[config.mk]
export PLATFORM = sky130hd
export DESIGN_NAME = pattern_tx
export DESIGN_NICKNAME = d
export VERILOG_FILES = /design/src/rtl/pattern_tx_pkg.sv /design/src/rtl/pattern_tx_ctr.sv /design/src/rtl/pattern_tx.sv
export SDC_FILE = /design/constraint.sdc
export NUM_CORES = 1
export LEC_CHECK = 0
export CAP_MARGIN = 20
export CORE_MARGIN = 1
export CORE_UTILIZATION = 45
export CTS_BUF_LIST = sky130_fd_sc_hd__clkbuf_8 sky130_fd_sc_hd__clkbuf_16
export DETAILED_ROUTE_END_ITERATION = 10
export PLACE_DENSITY_LB_ADDON = 0.2
export RECOVER_POWER = 25
export SETUP_SLACK_MARGIN = 0.1
export SYNTH_ARGS = -nofsm -noshare
export SYNTH_HDL_FRONTEND = slang
export SYNTH_SLANG_ARGS = --single-unit
[constraint.sdc]
create_clock -name clk -period 3.65 [get_ports clk]
set_input_delay 0.365 -clock clk [delete_from_list [all_inputs] [get_ports clk]]
set_output_delay 0.365 -clock clk [all_outputs]
set_load 0.01 [all_outputs]
[src/rtl/pattern_tx_pkg.sv]
// rtl/pattern_tx_pkg.sv - shared state encoding and default frame for the serial pattern transmitter
package pattern_tx_pkg;

    localparam int STATE_W = 3;

    // Default frame recognised by the downstream serial sequence detector
    localparam logic [4:0] DEF_PATTERN = 5'b11010;

    typedef enum logic [STATE_W-1:0] {
        ST_IDLE  = 3'd0,
        ST_SHIFT = 3'd1,
        ST_PAR   = 3'd2,
        ST_GAP   = 3'd3,
        ST_DONE  = 3'd4
    } state_t;

endpackage

[src/rtl/pattern_tx_ctr.sv]
// rtl/pattern_tx_ctr.sv - loadable down-counter with zero flag, used for bit index, gap and repeat
module pattern_tx_ctr #(
    parameter int N = 4
) (
    input  logic         clk,
    input  logic         reset,
    input  logic         load,
    input  logic [N-1:0] load_val,
    input  logic         dec,
    output logic [N-1:0] count,
    output logic         zero
);

    // Load wins over decrement; decrement holds at zero so the counter never wraps
    always_ff @(posedge clk) begin
        if (reset) begin
            count <= '0;
        end else if (load) begin
            count <= load_val;
        end else if (dec && (count != '0)) begin
            count <= count - 1'b1;
        end
    end

    assign zero = (count == '0);

endmodule

[src/rtl/pattern_tx.sv]
// rtl/pattern_tx.sv - serial pattern transmitter, MSB-first frames with repeat and idle gap; PATTERN_TX_PARITY_EN adds an even-parity bit per frame
module pattern_tx
    import pattern_tx_pkg::*;
#(
    parameter int             W   = 5,
    parameter int             RW  = 4,
    parameter int             GW  = 4,
    parameter logic [W-1:0]   DEF = W'(DEF_PATTERN)
) (
    input  logic          clk,
    input  logic          reset,
    input  logic          start,
    input  logic          pat_sel,
    input  logic [W-1:0]  pattern_in,
    input  logic [RW-1:0] repeat_in,
    input  logic [GW-1:0] gap_in,
    input  logic          abort,
    output logic          out,
    output logic          out_valid,
    output logic          frame_start,
    output logic          busy,
    output logic          done
);

    localparam int BW = $clog2(W);

    state_t        state;
    logic [W-1:0]  pat_q;
    logic [GW-1:0] gap_q;
    logic [W-1:0]  sel_pat;

    logic [BW-1:0] bit_cnt;
    logic [GW-1:0] gap_cnt;
    logic [RW-1:0] rep_cnt;
    logic          bit_zero;
    logic          gap_zero;
    logic          rep_zero;

    logic accept;
    logic frame_end;
    logic more_frames;
    logic next_frame;
    logic bit_load;
    logic bit_dec;
    logic gap_load;
    logic gap_dec;
    logic rep_load;
    logic rep_dec;

    // Only the zero flags of the gap and repeat counters matter here
    logic unused_cnt;
    assign unused_cnt = ^{gap_cnt, rep_cnt};

    assign sel_pat = pat_sel ? pattern_in : DEF;

    // Sequencing events shared by the FSM and the three counters
    always_comb begin
        accept      = 1'b0;
        frame_end   = 1'b0;
        more_frames = 1'b0;
        next_frame  = 1'b0;
        bit_load    = 1'b0;
        bit_dec     = 1'b0;
        gap_load    = 1'b0;
        gap_dec     = 1'b0;
        rep_load    = 1'b0;
        rep_dec     = 1'b0;

        accept = (state == ST_IDLE) && start;
`ifdef PATTERN_TX_PARITY_EN
        frame_end = (state == ST_PAR);
`else
        frame_end = (state == ST_SHIFT) && bit_zero;
`endif
        more_frames = frame_end && !rep_zero;
        next_frame  = (more_frames && (gap_q == '0)) || ((state == ST_GAP) && gap_zero);

        bit_load = accept || next_frame;
        bit_dec  = (state == ST_SHIFT) && !bit_zero;
        gap_load = more_frames && (gap_q != '0);
        gap_dec  = (state == ST_GAP) && !gap_zero;
        rep_load = accept;
        rep_dec  = more_frames;
    end

    pattern_tx_ctr #(.N(BW)) u_bit_ctr (
        .clk      (clk),
        .reset    (reset),
        .load     (bit_load),
        .load_val (BW'(W - 1)),
        .dec      (bit_dec),
        .count    (bit_cnt),
        .zero     (bit_zero)
    );

    // Loaded with gap-1 so the zero flag marks the final idle cycle
    pattern_tx_ctr #(.N(GW)) u_gap_ctr (
        .clk      (clk),
        .reset    (reset),
        .load     (gap_load),
        .load_val (gap_q - 1'b1),
        .dec      (gap_dec),
        .count    (gap_cnt),
        .zero     (gap_zero)
    );

    // Holds the number of frames still to send after the current one
    pattern_tx_ctr #(.N(RW)) u_rep_ctr (
        .clk      (clk),
        .reset    (reset),
        .load     (rep_load),
        .load_val (repeat_in),
        .dec      (rep_dec),
        .count    (rep_cnt),
        .zero     (rep_zero)
    );

    // Transmit FSM with registered serial outputs; reset beats abort beats start
    always_ff @(posedge clk) begin
        if (reset) begin
            state       <= ST_IDLE;
            pat_q       <= '0;
            gap_q       <= '0;
            out         <= 1'b0;
            out_valid   <= 1'b0;
            frame_start <= 1'b0;
            busy        <= 1'b0;
            done        <= 1'b0;
        end else if (abort && (state != ST_IDLE)) begin
            state       <= ST_IDLE;
            out         <= 1'b0;
            out_valid   <= 1'b0;
            frame_start <= 1'b0;
            busy        <= 1'b0;
            done        <= 1'b0;
        end else if (accept) begin
            pat_q       <= sel_pat;
            gap_q       <= gap_in;
            out         <= sel_pat[W-1];
            out_valid   <= 1'b1;
            frame_start <= 1'b1;
            busy        <= 1'b1;
            state       <= ST_SHIFT;
        end else if (next_frame) begin
            out         <= pat_q[W-1];
            out_valid   <= 1'b1;
            frame_start <= 1'b1;
            state       <= ST_SHIFT;
        end else if (frame_end) begin
            out         <= 1'b0;
            out_valid   <= 1'b0;
            frame_start <= 1'b0;
            if (rep_zero) begin
                busy  <= 1'b0;
                done  <= 1'b1;
                state <= ST_DONE;
            end else begin
                state <= ST_GAP;
            end
        end else begin
            frame_start <= 1'b0;
            case (state)
                ST_SHIFT: begin
                    if (!bit_zero) begin
                        out <= pat_q[bit_cnt - 1'b1];
                    end
`ifdef PATTERN_TX_PARITY_EN
                    else begin
                        out   <= ^pat_q;
                        state <= ST_PAR;
                    end
`endif
                end
                ST_DONE: begin
                    done  <= 1'b0;
                    state <= ST_IDLE;
                end
                ST_GAP: begin
                    out       <= 1'b0;
                    out_valid <= 1'b0;
                end
                default: begin
                    out       <= 1'b0;
                    out_valid <= 1'b0;
                end
            endcase
        end
    end

endmodule

==> parameters.txt <==
Parameter                              Value

Status
  Outcome ... completed

Drt
  Number of vias after detailed routing ... 1252
  Residual antenna-violating net count after detailed routing ... 0
  Post-detailed-route DRC marker count ... 0
  DRT iter0 DRCs ... 38
  Routed length per placed instance ... 13.0 um
  Vias per std cell ... 5.56
  Aggregate routed wire length ... 2920 um
  Detailed Routing Iterations Pass 1 ... 4

STA
  Fmax achieved ... 424 MHz
  Max-slew headroom at the worst pin ... 39.4%
  Setup repair after global routing missed its margin ... no
  Post-route minimum period ... 2.36 ns
  Final number of hold-violating endpoints ... 0
  Transition time at the pin with the least slew margin ... 0.906 ns
  Final worst-path cycle share ... 64.6%
  Aggregate negative setup slack ... 0 ns
  Max-slew violation total from the final report ... 0
  Setup-violating endpoint count in the final report ... 0
  Clock tree skew after final layout ... 0.00161 ns

Floorplan
  Die ar. ... 3420 um^2
  Y dimension of the die ... 58.5 um
  Width of the die ... 58.5 um
  Core region area ... 3030 um^2
  Number of rows created at floorplan ... 20
  Initial core utilization ... 47.4%
  Top-level port count ... 23

Synth
  Post-synthesis cell count ... 163
  Portion of synthesized cell area occupied by the leading cell type ... 39.0%
  Synthesis Warnings ... 0
  Most numerous cell types in the synthesized netlist ... sky130_fd_sc_hd__dfxtp_1, sky130_fd_sc_hd__nor2_1, sky130_fd_sc_hd__nand2_1, sky130_fd_sc_hd__a21oi_1, sky130_fd_sc_hd__inv_1
  Seq/Total Area, Yosys ... 39.0%
  Largest cells by area after synthesis ... sky130_fd_sc_hd__dfxtp_1, sky130_fd_sc_hd__a21oi_1, sky130_fd_sc_hd__nor2_1
  Unique masters post-synth ... 45
  Average cell area after synthesis ... 8.81 um^2
  Leading cell type by number of instances after synthesis ... sky130_fd_sc_hd__dfxtp_1
  Cell area after technology mapping ... 1440 um^2
  Count of state elements after synthesis ... 28
  Async set-reset flop share out of synthesis ... 0%
  Number of enable-type register cells in the synthesized netlist ... 0
  Top FF cell, synth ... sky130_fd_sc_hd__dfxtp_1
  Post-synth top area cell ... sky130_fd_sc_hd__dfxtp_1
  Number of nets in the synthesized netlist ... 185

Final layout
  Storage element area ... 561 um^2
  Area taken by multi-input logic gates ... 805 um^2
  Antenna diode count ... 0
  Finished Core Util ... 56.7%
  Number of fill cells ... 275
  Layout overhead on the synthesized area ... 19.4%
  Proportion of layout cells with a drive suffix above 1 ... 7.18%
  Layout net count ... 205

Placement
  Half-perimeter wire length of the detailed placement result ... 2100 um
  Port-buffer cells ... 22
  Final Wtd Congestion ... 0.791

CTS
  Maximum buffer depth of the clock tree ... 2
  Clock tree from TritonCTS ... done
  CTS hold repair buffers ... 0
  H-Tree Depth ... 1
  CTS Buf Count ... 3
  Sink Count ... 28
  Clock transition at the registers of the reported paths ... 0.09 ns
  Post-CTS setup repair buffer count ... 0
  Gates resized, CTS repair ... 0
  Clock Latency Late Sink ... 0.27 ns
  Clk root buf ... sky130_fd_sc_hd__clkbuf_8

Global routing
  Wire length of the first global-routing pass ... 5040 um
  Global route total overflow ... 0
  Gr usage total ... 19.5%
  Number of antenna violations at the first check in global routing ... 0
  Pin count of the biggest net entering global routing ... 22
  Number of global-route vias before repair ... 1160

Power
  Power density over the cells ... 584 nW/um^2
  Net Switching ... 381 uW
  Register share of total power ... 42.3%
  Leakage dissipation ... 0.598 nW
  Comb power frac ... 41.0%
  VDD IR max ... 0.000302 V
  Internal Dissipation ... 621 uW
  Net Sw Frac ... 38.0%
  Share of power burned in the clock network ... 16.6%

Worst setup path
  Sort of element at the end of the critical path ... flip-flop
  WP depth ... 11
  Top cell by count, worst path ... sky130_fd_sc_hd__ha_1
  Critical Path Slowest Stage Cell ... sky130_fd_sc_hd__or3_1
  Timing startpoint of the critical path ... u_bit_ctr.count[0]
  Critical path start-end classification ... flip-flop to flip-flop
  Reg-to-reg slack, setup ... 1.29 ns
  Total buffers and inverters traversed by the critical path ... 2
  Endpoint required time on the critical path ... 3.85 ns
  Top fanout value on the critical path ... 4
  Startpoint of the worst-slack reg-to-reg timing path ... u_bit_ctr.count[0]
  Largest stage delay, worst path ... 0.49 ns
  Type of origin of the critical path ... flip-flop
  Worst Path Arrival ... 2.56 ns
  Destination of the critical timing path ... u_gap_ctr.count[2]
  Cell family with the largest share of critical-path delay ... simple AND/OR/NAND/NOR gates
  FF-to-FF End ... u_gap_ctr.count[2]
  Worst-case reg-to-reg path depth ... 11
  Ordered cell list for the critical path ... inv_1, ha_1, ha_1, nand4bb_1, or3_1, a22oi_1, ha_1, inv_1, a31oi_1, o21ai_0, a31oi_1

Worst hold path
  Type of the most critical hold path ... flip-flop to flip-flop

Flow run
  Max-capacitance violation count ... 0
## cells by family (layout without fill, tap and decap cells)
group           count (synthesis)  after routing  share of synthesized area [%]
fa+ha+maj                       4              4                           3.48
mux                             5              5                           3.57
simple gates                   67             67                           26.6
buf+inv                        16             34                           4.96
xor+xnor                        4              4                           2.44
compound gates                 39             39                           19.9
flops                          28             28                           39.0
## registers in the layout, summed over array words and instances (netlist names), 3 cells and up
register and flops:
state 3, gap_q 4, u_rep_ctr.count 4, u_gap_ctr.count 4, pat_q 5, u_bit_ctr.count 3
## placed cells by master, fill, tap and decap left out, types with 3 or more instances in the layout
cell / n
sky130_fd_sc_hd__nand2_1: 14
sky130_fd_sc_hd__a21oi_1: 12
sky130_fd_sc_hd__o21a_1: 3
sky130_fd_sc_hd__nor3_1: 8
sky130_fd_sc_hd__clkdlybuf4s50_1: 16
sky130_fd_sc_hd__a211oi_1: 5
sky130_fd_sc_hd__nand3_1: 8
sky130_fd_sc_hd__dlygate4sd3_1: 6
sky130_fd_sc_hd__clkbuf_8: 3
sky130_fd_sc_hd__dfxtp_1: 28
sky130_fd_sc_hd__a311oi_1: 3
sky130_fd_sc_hd__ha_1: 4
sky130_fd_sc_hd__inv_1: 9
sky130_fd_sc_hd__mux2i_1: 4
sky130_fd_sc_hd__nor2_1: 16
## metal layers
layer	routed length [um]	part of all wire (%)	global-route usage [%]
met1	1370	47	23.8
met2	1410	48	33.3
met3	92	3.2	3.74
met4	43	1.5	8.84
met5	0	0	0
## tightest hold or removal path, delay by kind of cell (launching register included)
kind	cells	cell delay (ns)
compound gates	1	0.05
flops	1	0.32
simple gates	1	0.05
## cell type report
| class | count | area share [%] |
|---|---|---|
| Tap cell | 44 | 3.21 |
| Clock buffer | 3 | 2.41 |
| Inverter | 9 | 1.97 |
| Multi-Input combinational cell | 119 | 46.9 |
| Timing Repair Buffer | 22 | 12.8 |
| Sequential cell | 28 | 32.7 |
## through the flow
step                cells  area [um^2]  hold slack [ns]  power [mW]  setup WS [ns]
floorplan             163         1440            0.431       0.740           1.53
global placement      222         1670            0.441       0.834           1.42
detailed placement    222         1670            0.451       0.847           1.32
CTS                   225         1720            0.464        1.01           1.30
global route          225         1720            0.479        1.08           1.06
finish                225         1720            0.461        1.00           1.29
## worst min-delay path by stage
stage / startpoint / endpoint / slack [ns] / cells past startpoint
2_1_floorplan: pat_q[2] / pat_q[2] / 0.43 / 2
3_3_place_gp: pat_q[2] / pat_q[2] / 0.44 / 2
3_5_place_dp: pat_q[2] / pat_q[2] / 0.45 / 2
4_1_cts: pat_q[2] / pat_q[2] / 0.46 / 2
5_1_grt: busy / busy / 0.48 / 1
6_report: pat_q[2] / pat_q[2] / 0.46 / 2
## power by group through the flow
stage	sequential (mW)	clock, mW	combinational [mW]
floorplan	0.418	0	0.323
global placement	0.428	0	0.406
detailed placement	0.432	0	0.415
CTS	0.424	0.171	0.419
global route	0.433	0.182	0.466
finish	0.424	0.167	0.411
No activity file was read; power rests on OpenSTA's default activity.
